## src/rtl/pwm_pkg.sv

```systemverilog
// rtl/pwm_pkg.sv - shared types and defaults for the PWM ramp sequencer
package pwm_pkg;

  localparam int PWM_WIDTH      = 8;
  localparam int PWM_PERIOD_RST = 5;

  typedef enum logic [1:0] {
    ST_IDLE = 2'd0,
    ST_ARM  = 2'd1,
    ST_RAMP = 2'd2
  } pwm_state_e;

endpackage

```

## src/rtl/pwm_step_unit.sv

```systemverilog
// rtl/pwm_step_unit.sv - combinational saturating up/down duty step
module pwm_step_unit #(
  parameter int WIDTH = 8
) (
  input  logic [WIDTH-1:0] duty,
  input  logic [WIDTH-1:0] target,
  input  logic [WIDTH-1:0] step,
  output logic [WIDTH-1:0] next_duty
);

  logic [WIDTH:0] duty_w;
  logic [WIDTH:0] target_w;
  logic [WIDTH:0] step_w;
  logic [WIDTH:0] up_sum;
  logic [WIDTH:0] down_lim;

  assign duty_w   = {1'b0, duty};
  assign target_w = {1'b0, target};
  assign step_w   = {1'b0, step};
  assign up_sum   = duty_w + step_w;
  assign down_lim = target_w + step_w;

  // One extra bit keeps the sums from wrapping, so saturation lands exactly on target.
  always_comb begin
    next_duty = target;
    if (step != '0) begin
      if (duty < target) begin
        if (up_sum < target_w) begin
          next_duty = up_sum[WIDTH-1:0];
        end
      end else if (duty > target) begin
        if (duty_w >= down_lim) begin
          next_duty = duty - step;
        end
      end
    end
  end

endmodule

```

## src/rtl/pwm_ramp_ctrl.sv

```systemverilog
// rtl/pwm_ramp_ctrl.sv - period/duty sequencer committing changes on PWM period boundaries
module pwm_ramp_ctrl
  import pwm_pkg::*;
#(
  parameter int               WIDTH      = PWM_WIDTH,
  parameter logic [WIDTH-1:0] PERIOD_RST = WIDTH'(PWM_PERIOD_RST)
) (
  input  logic             CLK,
  input  logic             RST,
  input  logic [WIDTH-1:0] cnt_q,
  input  logic             cfg_valid,
  output logic             cfg_ready,
  input  logic [WIDTH-1:0] cfg_period,
  input  logic [WIDTH-1:0] cfg_target,
  input  logic [WIDTH-1:0] cfg_step,
  input  logic             abort,
  output logic [WIDTH-1:0] limit_o,
  output logic [WIDTH-1:0] duty_o,
  output logic             busy,
  output logic             done
);

  pwm_state_e state_q;
  pwm_state_e state_d;

  logic [WIDTH-1:0] limit_q;
  logic [WIDTH-1:0] duty_q;
  logic             done_q;
  logic             done_d;

  logic [WIDTH-1:0] sh_period;
  logic [WIDTH-1:0] sh_target;
  logic [WIDTH-1:0] sh_step;
  logic [WIDTH-1:0] clamped_target;
  logic [WIDTH-1:0] step_next;

  logic bnd;
  logic latch_cfg;
  logic commit_limit;
  logic apply_step;

  assign bnd = (cnt_q == limit_q);

  // A target above the period would never be reached by the comparator anyway.
  assign clamped_target = (cfg_target > cfg_period) ? cfg_period : cfg_target;

  pwm_step_unit #(
    .WIDTH(WIDTH)
  ) u_step (
    .duty     (duty_q),
    .target   (sh_target),
    .step     (sh_step),
    .next_duty(step_next)
  );

  always_comb begin
    state_d      = state_q;
    cfg_ready    = 1'b0;
    latch_cfg    = 1'b0;
    commit_limit = 1'b0;
    apply_step   = 1'b0;
    done_d       = 1'b0;
    case (state_q)
      ST_IDLE: begin
        cfg_ready = 1'b1;
        if (cfg_valid) begin
          latch_cfg = 1'b1;
          state_d   = ST_ARM;
        end
      end
      ST_ARM: begin
        if (abort) begin
          state_d = ST_IDLE;
        end else if (bnd) begin
          commit_limit = 1'b1;
          state_d      = ST_RAMP;
        end
      end
      ST_RAMP: begin
        // abort outranks a coincident boundary: duty stays frozen.
        if (abort) begin
          state_d = ST_IDLE;
        end else if (bnd) begin
          apply_step = 1'b1;
          if (step_next == sh_target) begin
            done_d  = 1'b1;
            state_d = ST_IDLE;
          end
        end
      end
      default: begin
        state_d = ST_IDLE;
      end
    endcase
  end

  always_ff @(posedge CLK) begin
    if (RST) begin
      state_q   <= ST_IDLE;
      limit_q   <= PERIOD_RST;
      duty_q    <= '0;
      done_q    <= 1'b0;
      sh_period <= '0;
      sh_target <= '0;
      sh_step   <= '0;
    end else begin
      state_q <= state_d;
      done_q  <= done_d;
      if (latch_cfg) begin
        sh_period <= cfg_period;
        sh_target <= clamped_target;
        sh_step   <= cfg_step;
      end
      if (commit_limit) begin
        limit_q <= sh_period;
      end
      if (apply_step) begin
        duty_q <= step_next;
      end
    end
  end

  assign limit_o = limit_q;
  assign duty_o  = duty_q;
  assign done    = done_q;
  assign busy    = (state_q != ST_IDLE);

endmodule

```

## config.mk

```make
export PLATFORM = sky130hd
export DESIGN_NAME = pwm_ramp_ctrl
export DESIGN_NICKNAME = d
export VERILOG_FILES = /design/src/rtl/pwm_pkg.sv /design/src/rtl/pwm_step_unit.sv /design/src/rtl/pwm_ramp_ctrl.sv
export SDC_FILE = /design/constraint.sdc
export NUM_CORES = 1
export LEC_CHECK = 0
export CORE_ASPECT_RATIO = 0.75
export CORE_UTILIZATION = 50
export CTS_CLUSTER_DIAMETER = 120
export DETAILED_ROUTE_END_ITERATION = 16
export GPL_ROUTABILITY_DRIVEN = 0
export PLACE_DENSITY = 0.84
export RECOVER_POWER = 100
export SLEW_MARGIN = 20
export SYNTH_ARGS = -nofsm -noshare
export SYNTH_HDL_FRONTEND = slang
export SYNTH_HIERARCHICAL = 1
export SYNTH_SLANG_ARGS = --single-unit
```

## constraint.sdc

```tcl
create_clock -name CLK -period 4.6 [get_ports CLK]
set_clock_uncertainty 0.1 [all_clocks]
set_input_delay 0.69 -clock CLK [delete_from_list [all_inputs] [get_ports CLK]]
set_output_delay 0.69 -clock CLK [all_outputs]
set_load 0.05 [all_outputs]
```

==> impl_summary.md, run 1 <==
Outcome
The flow ran to the end, and the final reports show no timing, DRC or antenna violations.

STA
Setup violations remaining at the end of the flow were counted as 0. Across all setup checks in the final design, the least slack found is 0.03962 ns. The final worst-path cycle share is 99.14%. Based on the critical path, the design can be clocked at up to 219.3 MHz. Measured against its own limit, the worst slew margin works out to 17.66%. At the pin with the least slew margin, the transition time is 1.234 ns. The number of pins exceeding their max-slew limit in the final report is 0. The final total negative setup slack is 0 ns. The final-report hold violation count is 0. Counting I/O delays and the setup requirement, the final critical path takes 4.560 ns.

Route
Dividing the detail-routed wire length by the instance count gives 17.93 um. The number of DRC violations after detailed routing is 0. The via density per instance is 6.005. Once detail routing completed, the nets flagged for antenna violations numbered 0. For this block, the via count after detailed routing is 3,885.

Wires add up to 11,600 um. The first detailed-routing pass ran for 5 iterations. The initial detailed-routing violation count is 278.

Clock tree
The H-tree generated during clock tree synthesis spans 2 levels. The clock root buffer master is clkbuf_8. The clock tree from TritonCTS is yes. The number of sinks handled by clock tree synthesis is 43. The maximum root-to-sink buffer count is 2. The clock-pin slew reported for the worst setup and hold paths after clock tree synthesis is 0.09 ns. Hold repair after CTS inserted 0 buffers. For the worst-skew pair, the clock arrives at the later sink with an insertion delay of 0.30 ns. The number of clock buffers inserted by TritonCTS is 5.

Floorplanning
The die width is 103.9 um. The standard cell core area is 0.007432 mm^2. The floorplan step defined a die boundary enclosing 0.008153 mm^2. The height of the die is 78.45 um. The initial standard-cell utilization of the core is 52.42%. The floorplan has 27 rows.

The I/O pin total is 55.

Layout
Cells with a size suffix above 1 make up 16.30% of the layout. The multi-input combinational cells in the finished layout cover a total of 0.002983 mm^2. Across the whole layout, storage elements account for 878.3 um^2. The filler cell count is 578. For this run, the post-layout net count is 638. In the layout the commonest cells are 46 x ha_1, 42 x nand2_1, 37 x inv_1. The area growth from synthesis to layout is 29.19%. The most frequent standard cell in the layout excluding fill and tap cells is ha_1.

The number of diodes is 0.

Logic synthesis
After synthesis the netlist holds a flip-flop and latch count of 43. By area the synthesized netlist is led by dfxtp_1 22%, ha_1 17%, mux2i_1 5.1%. The leading register cell type out of synthesis is dfxtp_1. The number of enable flip-flop cells after synthesis is 0. The combined area of all synthesized cells is 0.003896 mm^2. The post-synthesis cell count is 462.

The mux cell area share after synthesis is 5.716%. After synthesis, the largest family of logic cells by area is compound AO/OA/AOI/OAI gates. For this run, the number of Yosys warnings is 6.

Of the post-synthesis cell area, the dominant cell type holds 22.09%. The synthesized netlist devotes 21.74% of its cell area to compound gates. The synthesized netlist devotes 20.07% of its cell area to simple gates.

For this run, asynchronously set or reset flops after synthesis account for 0%. The share of the Yosys chip area taken by registers is 22.09%. Counting every net in the synthesized netlist gives 555. Of all cell types, the one taking the most synthesized area is dfxtp_1. Yosys mapped the design onto 57 distinct sky130hd cell types. The synthesized netlist devotes 6.294% of its cell area to XOR and XNOR gates. Dividing the synthesized area by the synthesized cell count gives 8.433 um^2. Of the total synthesized cell area, the portion taken by full adders, half adders and majority gates is 18.88%.

Worst setup path
The depth of the most critical reg-to-reg path is 21. For the worst setup path, the data required time is 4.69 ns. The worst flop-to-flop path startpoint is sh_step[0]$_SDFFE_PP0P_. The arrival time of the worst setup path is 4.65 ns.

The maximum fanout along the worst path is 4. By startpoint and endpoint, the worst setup path is classified as flip-flop to flip-flop. The start point of the critical path is sh_step[0]$_SDFFE_PP0P_. STA classifies the critical path endpoint as a flip-flop. STA classifies the critical path startpoint as a flip-flop.

Power
The leakage power summed over all cells is 2.347 nW. The power per unit of standard cell area is 245.6 mW/mm^2. Across the VDD grid, the largest voltage drop is 146.1 uV.

Global route
Global routing used 27.73% of the available tracks. The number of antenna violations at the first check in global routing came to 0. Entering global routing, the biggest net connects 29 pins. The number of global-route vias before repair is 3,694. Global routing finished with a remaining overflow of 0.

The first global-routing pass estimated 18,190 um of wire.

Min path
The origin of the worst min-delay path is sh_period[7]$_SDFFE_PP0P_. Along the worst hold path, the cell count comes to 2. The tightest min-delay check is of the flip-flop to flip-flop type.

Placed design
The number of buffers inserted by port buffering is 54. The pre-CTS setup slack is -0.2224 ns. The half-perimeter wire length of the detailed placement result is 9000 um.

Run
The number of max-capacitance violations reported is 0.
==> power by group <==
group	switching, mW	internal, mW	leakage (nW)	total (mW)
Sequential	0.0244	0.390	0.356	0.414
Combinational	0.299	0.271	1.95	0.569
Clock	0.144	0.109	0.0408	0.253
Total	0.467	0.769	2.35	1.24
==> cell usage after synthesis, types with 7 or more instances <==
master,number
ha_1,54
dfxtp_1,43
nand2_1,42
inv_1,38
nor2_1,31
a21oi_1,28
xor2_1,21
mux2i_1,20
o21ai_0,14
nor2b_1,11
o22ai_1,10
o21bai_1,9
a41oi_1,8
clkbuf_1,8
or2_0,8
a211o_1,7
nand2b_1,7
nand3_1,7
o21a_1,7
xnor2_1,7
==> flip-flops by register name, summed over array words and instances (netlist names) <==
signal	flops
sh_target	8
done	1
state_q	2
duty_o	8
sh_step	8
sh_period	8
limit_o	8
==> kinds of logic (layout without fill, tap and decap cells) <==
kind of cell,count (synthesis),count (layout)
flops,43,43
simple gates,145,145
buf+inv,51,135
xor+xnor,28,28
mux,22,22
compound gates,116,116
fa+ha+maj,57,57
==> what timing repair did <==
item / 4_1_cts / 5_1_grt
pin swaps: 8 / 22
setup buffers: 10 / 10
endpoints found under the setup margin: 2 / 3
gates resized for setup: 10 / 35
==> path summary, 6_finish.rpt <==
check                                                  to  slack [ns]
worst max-delay path              state_q[1]$_SDFFE_PP0P_        0.04
worst min-delay path            sh_period[7]$_SDFFE_PP0P_        0.36
worst max register to register    state_q[1]$_SDFFE_PP0P_        0.04
worst min register to register  sh_period[7]$_SDFFE_PP0P_        0.36
==> per-layer routing <==
| layer | track usage (%) | share of wire (%) |
|---|---|---|
| met5 | 0 | 0 |
| met2 | 45.80 | 46 |
| met1 | 36.90 | 44 |
| met3 | 5.897 | 7.8 |
| met4 | 6.714 | 1.9 |
==> through the flow <==
| stage | instance area, um^2 | util (%) | instances | power [mW] | hold WS [ns] |
|---|---|---|---|---|---|
| after detailed placement | 4627 | 62.26 | 620 | 0.8829 | 0.3480 |
| after floorplan | 3900 | - | 462 | 0.7418 | 0.3357 |
| final | 5034 | 67.73 | 647 | 1.236 | 0.3637 |
| after global routing | 5034 | 67.73 | 647 | 1.291 | 0.3910 |
| after CTS | 4836 | 65.07 | 638 | 1.175 | 0.3608 |
| after global placement | 4627 | 62.26 | 620 | 0.8624 | 0.3424 |
==> worst max-delay path, stage by stage, from the launching register on <==
cell,delay [ns]
dfxtp_2,0.36
buf_4,0.15
ha_1,0.19
inv_1,0.07
fa_2,0.39
nor2b_2,0.17
o31a_1,0.25
o21ai_1,0.09
nand2b_1,0.09
xnor2_1,0.09
ha_2,0.20
a2111o_1,0.34
a31oi_1,0.15
o21ai_1,0.12
and4_4,0.23
or2_2,0.33
o221ai_2,0.28
xor2_1,0.15
nor4_2,0.29
nand4_1,0.19
nand2b_1,0.13
a211oi_1,0.08
==> layout make-up <==
type | instances | share of cell area (%)
Multi-Input combinational cell | 368 | 59.26
Sequential cell | 43 | 17.45
Timing Repair Buffer | 89 | 16.11
Inverter | 38 | 2.834
Tap cell | 101 | 2.511
Clock buffer | 5 | 1.367
Clock inverter | 3 | 0.4723
No activity file was read; power rests on OpenSTA's default activity.
==> run 2, diff against run 1 <==
--- a/config.mk
+++ b/config.mk
@@ -12,6 +12,7 @@
 export GPL_ROUTABILITY_DRIVEN = 0
 export PLACE_DENSITY = 0.84
 export RECOVER_POWER = 100
+export SETUP_SLACK_MARGIN = 0.3
 export SLEW_MARGIN = 20
 export SYNTH_ARGS = -nofsm -noshare
 export SYNTH_HDL_FRONTEND = slang
==> run 2 against run 1 <==
Effect of this change: critical path depth decreased by 2; flip-flop and latch count unchanged; power increased by 7.1%; non-clock buffer count increased by 5; fmax increased by 0.85%; via count increased by 1.1%; routed wire length increased by 3.1%; cell area increased by 1.6%; critical endpoint unchanged; highest routed layer unchanged.
==> impl_summary.md, run 2 (same netlist as run 1, synthesis figures left out) <==
Outcome
The run finished with clean final reports.

Worst setup path
The worst flop-to-flop path startpoint is sh_step[1]$_SDFFE_PP0P_. The element type at the critical path end is a flip-flop. The largest individual stage delay along the critical path comes from the cell a2111o_1. The reg2reg setup slack was 0.08 ns (+0.04 ns).

The maximum fanout along the worst path was 5 (+1). The end of the worst register-to-register path is state_q[1]$_SDFFE_PP0P_. The most numerous cell type found on the critical path is ha_1. The arrival time of the worst setup path was 4.59 ns (-0.06 ns). The delay of the slowest cell on the worst path is 0.42 ns (+0.03 ns). The depth of the most critical reg-to-reg path is 19 (-9.5%).

The signal on the critical path passes through inv_1 > ha_1 > nand2b_4 > a2111o_1 > buf_4 > nand3b_1 > xnor2_1 > ha_1 > a211o_1 > a41oi_4 > a2bb2oi_4 > buf_6 > mux2_4 > o221ai_4 > xor2_1 > nor4_2 > nand4_1 > nand2b_1 > a211oi_1. The endpoint required time on the critical path is 4.67 ns (-0.02 ns). STA classifies the critical path startpoint as a flip-flop. By startpoint and endpoint, the worst setup path is classified as flip-flop to flip-flop.

STA
The actual transition at the worst max-transition pin is 1.274 ns (+0.03913 ns). The worst setup margin was 0.07786 ns (+0.03824 ns). The final total negative setup slack is 0 ns (unchanged). The worst hold slack is 0.3631 ns (-0.0006360 ns). The total setup violations reported at the end of the flow was 0 (unchanged). The highest clock rate came to 221.1 MHz (+0.85%). The final-report hold violation count is 0 (unchanged). The number of pins exceeding their max-slew limit in the final report is 0 (unchanged).

Setup repair after global routing could not meet its margin everywhere. The worst slew margin relative to its limit was 15.05% (-2.6 points). The final critical-path required period is 4.522 ns (-0.03824 ns). The final worst-path cycle share is 98.31% (-0.83 points).

Min path
The cell count of the worst hold path is 2 (unchanged). The kind of path behind the tightest hold check is flip-flop to flip-flop. The origin of the worst min-delay path is sh_period[4]$_SDFFE_PP0P_.

The destination of the worst hold path is sh_period[4]$_SDFFE_PP0P_.

Run
The number of max-capacitance violations reported was 0 (unchanged).

Floorplanning
The floorplan die area came to 0.008153 mm^2 (unchanged). The initial standard-cell utilization of the core was 52.42% (unchanged). The standard cell core area was 0.007432 mm^2 (unchanged). The placement row count is 27 (unchanged). The die width is 103.9 um (unchanged). The height of the die is 78.45 um (unchanged).

The I/O pin total is 55 (unchanged).

Global route
The wire length of the first global-routing pass is 18,620 um (+2.4%). The number of antenna violations at the first check in global routing is 0 (unchanged). The number of global-route vias before repair came to 3,744 (+1.4%).

The overflow left after global routing is 0 (unchanged). The maximum number of pins on one net before global-route repair is 44 (+52%). The global-route total usage across every layer is 28.53% (+0.80 points).

Layout
The number of diodes is 0 (unchanged). The layout overhead on the synthesized area is 31.28%. The filler cell count is 579 (+0.17%).

The proportion of layout cells with a drive suffix above 1 is 16.88% (+0.58 points). In the layout the commonest cells are 49 x ha_1, 42 x nand2_1, 37 x inv_1, 37 x buf_4, 34 x dfxtp_1. The non-filler instance count after layout is 652 (+0.77%). The final instance area came to 0.005115 mm^2 (+1.6%). The core occupancy in the finished layout came to 68.82% (+1.1 points). The number of nets in the layout came to 643 (+0.78%). The most frequent standard cell in the layout excluding fill and tap cells is ha_1.

Clock tree
The number of sinks handled by clock tree synthesis came to 43 (unchanged). The clock-pin slew reported for the worst setup and hold paths after clock tree synthesis is 0.09 ns (about the same). The cell sitting at the root of the clock tree is a clkbuf_8. The clock insertion delay at the later pin of the skew report is 0.30 ns (about the same). The clock tree from TritonCTS is yes. The hold buffer count at cts is 0 (unchanged).

The H-tree depth reported by CTS was 2 (unchanged). The maximum root-to-sink buffer count is 2 (unchanged). The number of clock buffers inserted by TritonCTS came to 5 (unchanged).

Route
The number of nets with antenna violations after detailed routing is 0 (unchanged). The number of vias after detailed routing is 3,929 (+1.1%). The via density per instance is 6.026 (+0.36%).

The initial detailed-routing violation count is 336 (+21%). The first-pass detailed-route iteration total was 4 (-1). The number of DRC violations after detailed routing is 0 (unchanged). The per-cell routed wire length is 18.34 um (+2.3%). The final wirelength is 11,960 um (+3.1%).

Power
The post-route total power is 1.323 mW (+7.1%). The power per unit of standard cell area came to 258.7 mW/mm^2 (+5.4%). The largest vdd supply drop came to 136.1 uV (-6.9%).

The leakage power summed over all cells is 2.393 nW (+2.0%).

Placed design
The cell area reported after detailed placement came to 0.004658 mm^2 (+0.68%). The count of placed standard cells including taps was 620 (unchanged). The half-perimeter wire length of the detailed placement result is 8693 um (-3.4%). The pre-CTS setup slack is -0.1300 ns (+0.09235 ns). The number of buffers inserted by port buffering was 54 (unchanged).
-- run 2: timing repair --
item | in CTS | in global routing
endpoints found under the setup margin | 2 | 3
pin swaps | 16 | 14
resized for setup | 21 | 16
setup buffers | 20 | 4
gates cloned | 0 | 0
-- run 2: worst max-delay path, delay by kind of cell, from the launching register on --
| family | cells | cell delay, ns |
|---|---|---|
| xor gates and xnor gates | 2 | 0.29 |
| and+or+nand+nor | 5 | 0.82 |
| muxes | 1 | 0.31 |
| adders and majority gates | 2 | 0.63 |
| AOI/OAI and AO/OA | 6 | 1.53 |
| DFF | 1 | 0.34 |
| buffers and inverters | 3 | 0.37 |
-- run 2: area by class of cell --
cell class	instances	area, um^2	area share (%)
clock buffers	5	68.82	1.345
clock inverters	3	43.79	0.8562
inverters	38	142.6	2.789
multi-input cells	368	3007	58.78
flip-flops and latches	43	874.6	17.10
well taps	101	126.4	2.471
repair buffers	94	852.1	16.66
-- run 2: worst max-delay path by stage --
stage	end	slack, ns	startpoint	depth (start not counted)
4_1_cts	state_q[1]$_SDFFE_PP0P_	0.26	sh_step[1]$_SDFFE_PP0P_	19
3_3_place_gp	state_q[1]$_SDFFE_PP0P_	-0.01	duty_o[0]$_SDFFE_PP0P_	18
2_1_floorplan	state_q[1]$_SDFFE_PP0P_	0.31	duty_o[0]$_SDFFE_PP0P_	18
5_1_grt	state_q[1]$_SDFFE_PP0P_	-0.1	duty_o[0]$_SDFFE_PP0P_	19
3_5_place_dp	state_q[1]$_SDFFE_PP0P_	-0.13	duty_o[0]$_SDFFE_PP0P_	18
6_report	state_q[1]$_SDFFE_PP0P_	0.08	sh_step[1]$_SDFFE_PP0P_	19
-- run 2: per-layer routing --
metal,vias to the layer above,global-route usage [%],part of all wire (%),routed length (um)
li1,1842,-,-,-
met1,1875,38.28,43,5149
met2,187,45.93,46,5529
met3,25,6.395,8.9,1059
met4,0,8.000,1.8,218
met5,-,0,0,0
-- run 2: power by group --
group,internal [mW],switching [mW],total (mW)
Combinational,0.295,0.317,0.612
Sequential,0.390,0.0219,0.412
Clock,0.162,0.137,0.299
Total,0.847,0.476,1.32
==> run 3, diff against run 2 <==
--- a/config.mk
+++ b/config.mk
@@ -7,7 +7,7 @@
 export LEC_CHECK = 0
 export CORE_ASPECT_RATIO = 0.75
 export CORE_UTILIZATION = 50
-export CTS_CLUSTER_DIAMETER = 120
+export CTS_CLUSTER_DIAMETER = 50
 export DETAILED_ROUTE_END_ITERATION = 16
 export GPL_ROUTABILITY_DRIVEN = 0
 export PLACE_DENSITY = 0.84
==> results of run 3 <==
No change in the layout: final DEF, timing and power equal those of run 2.
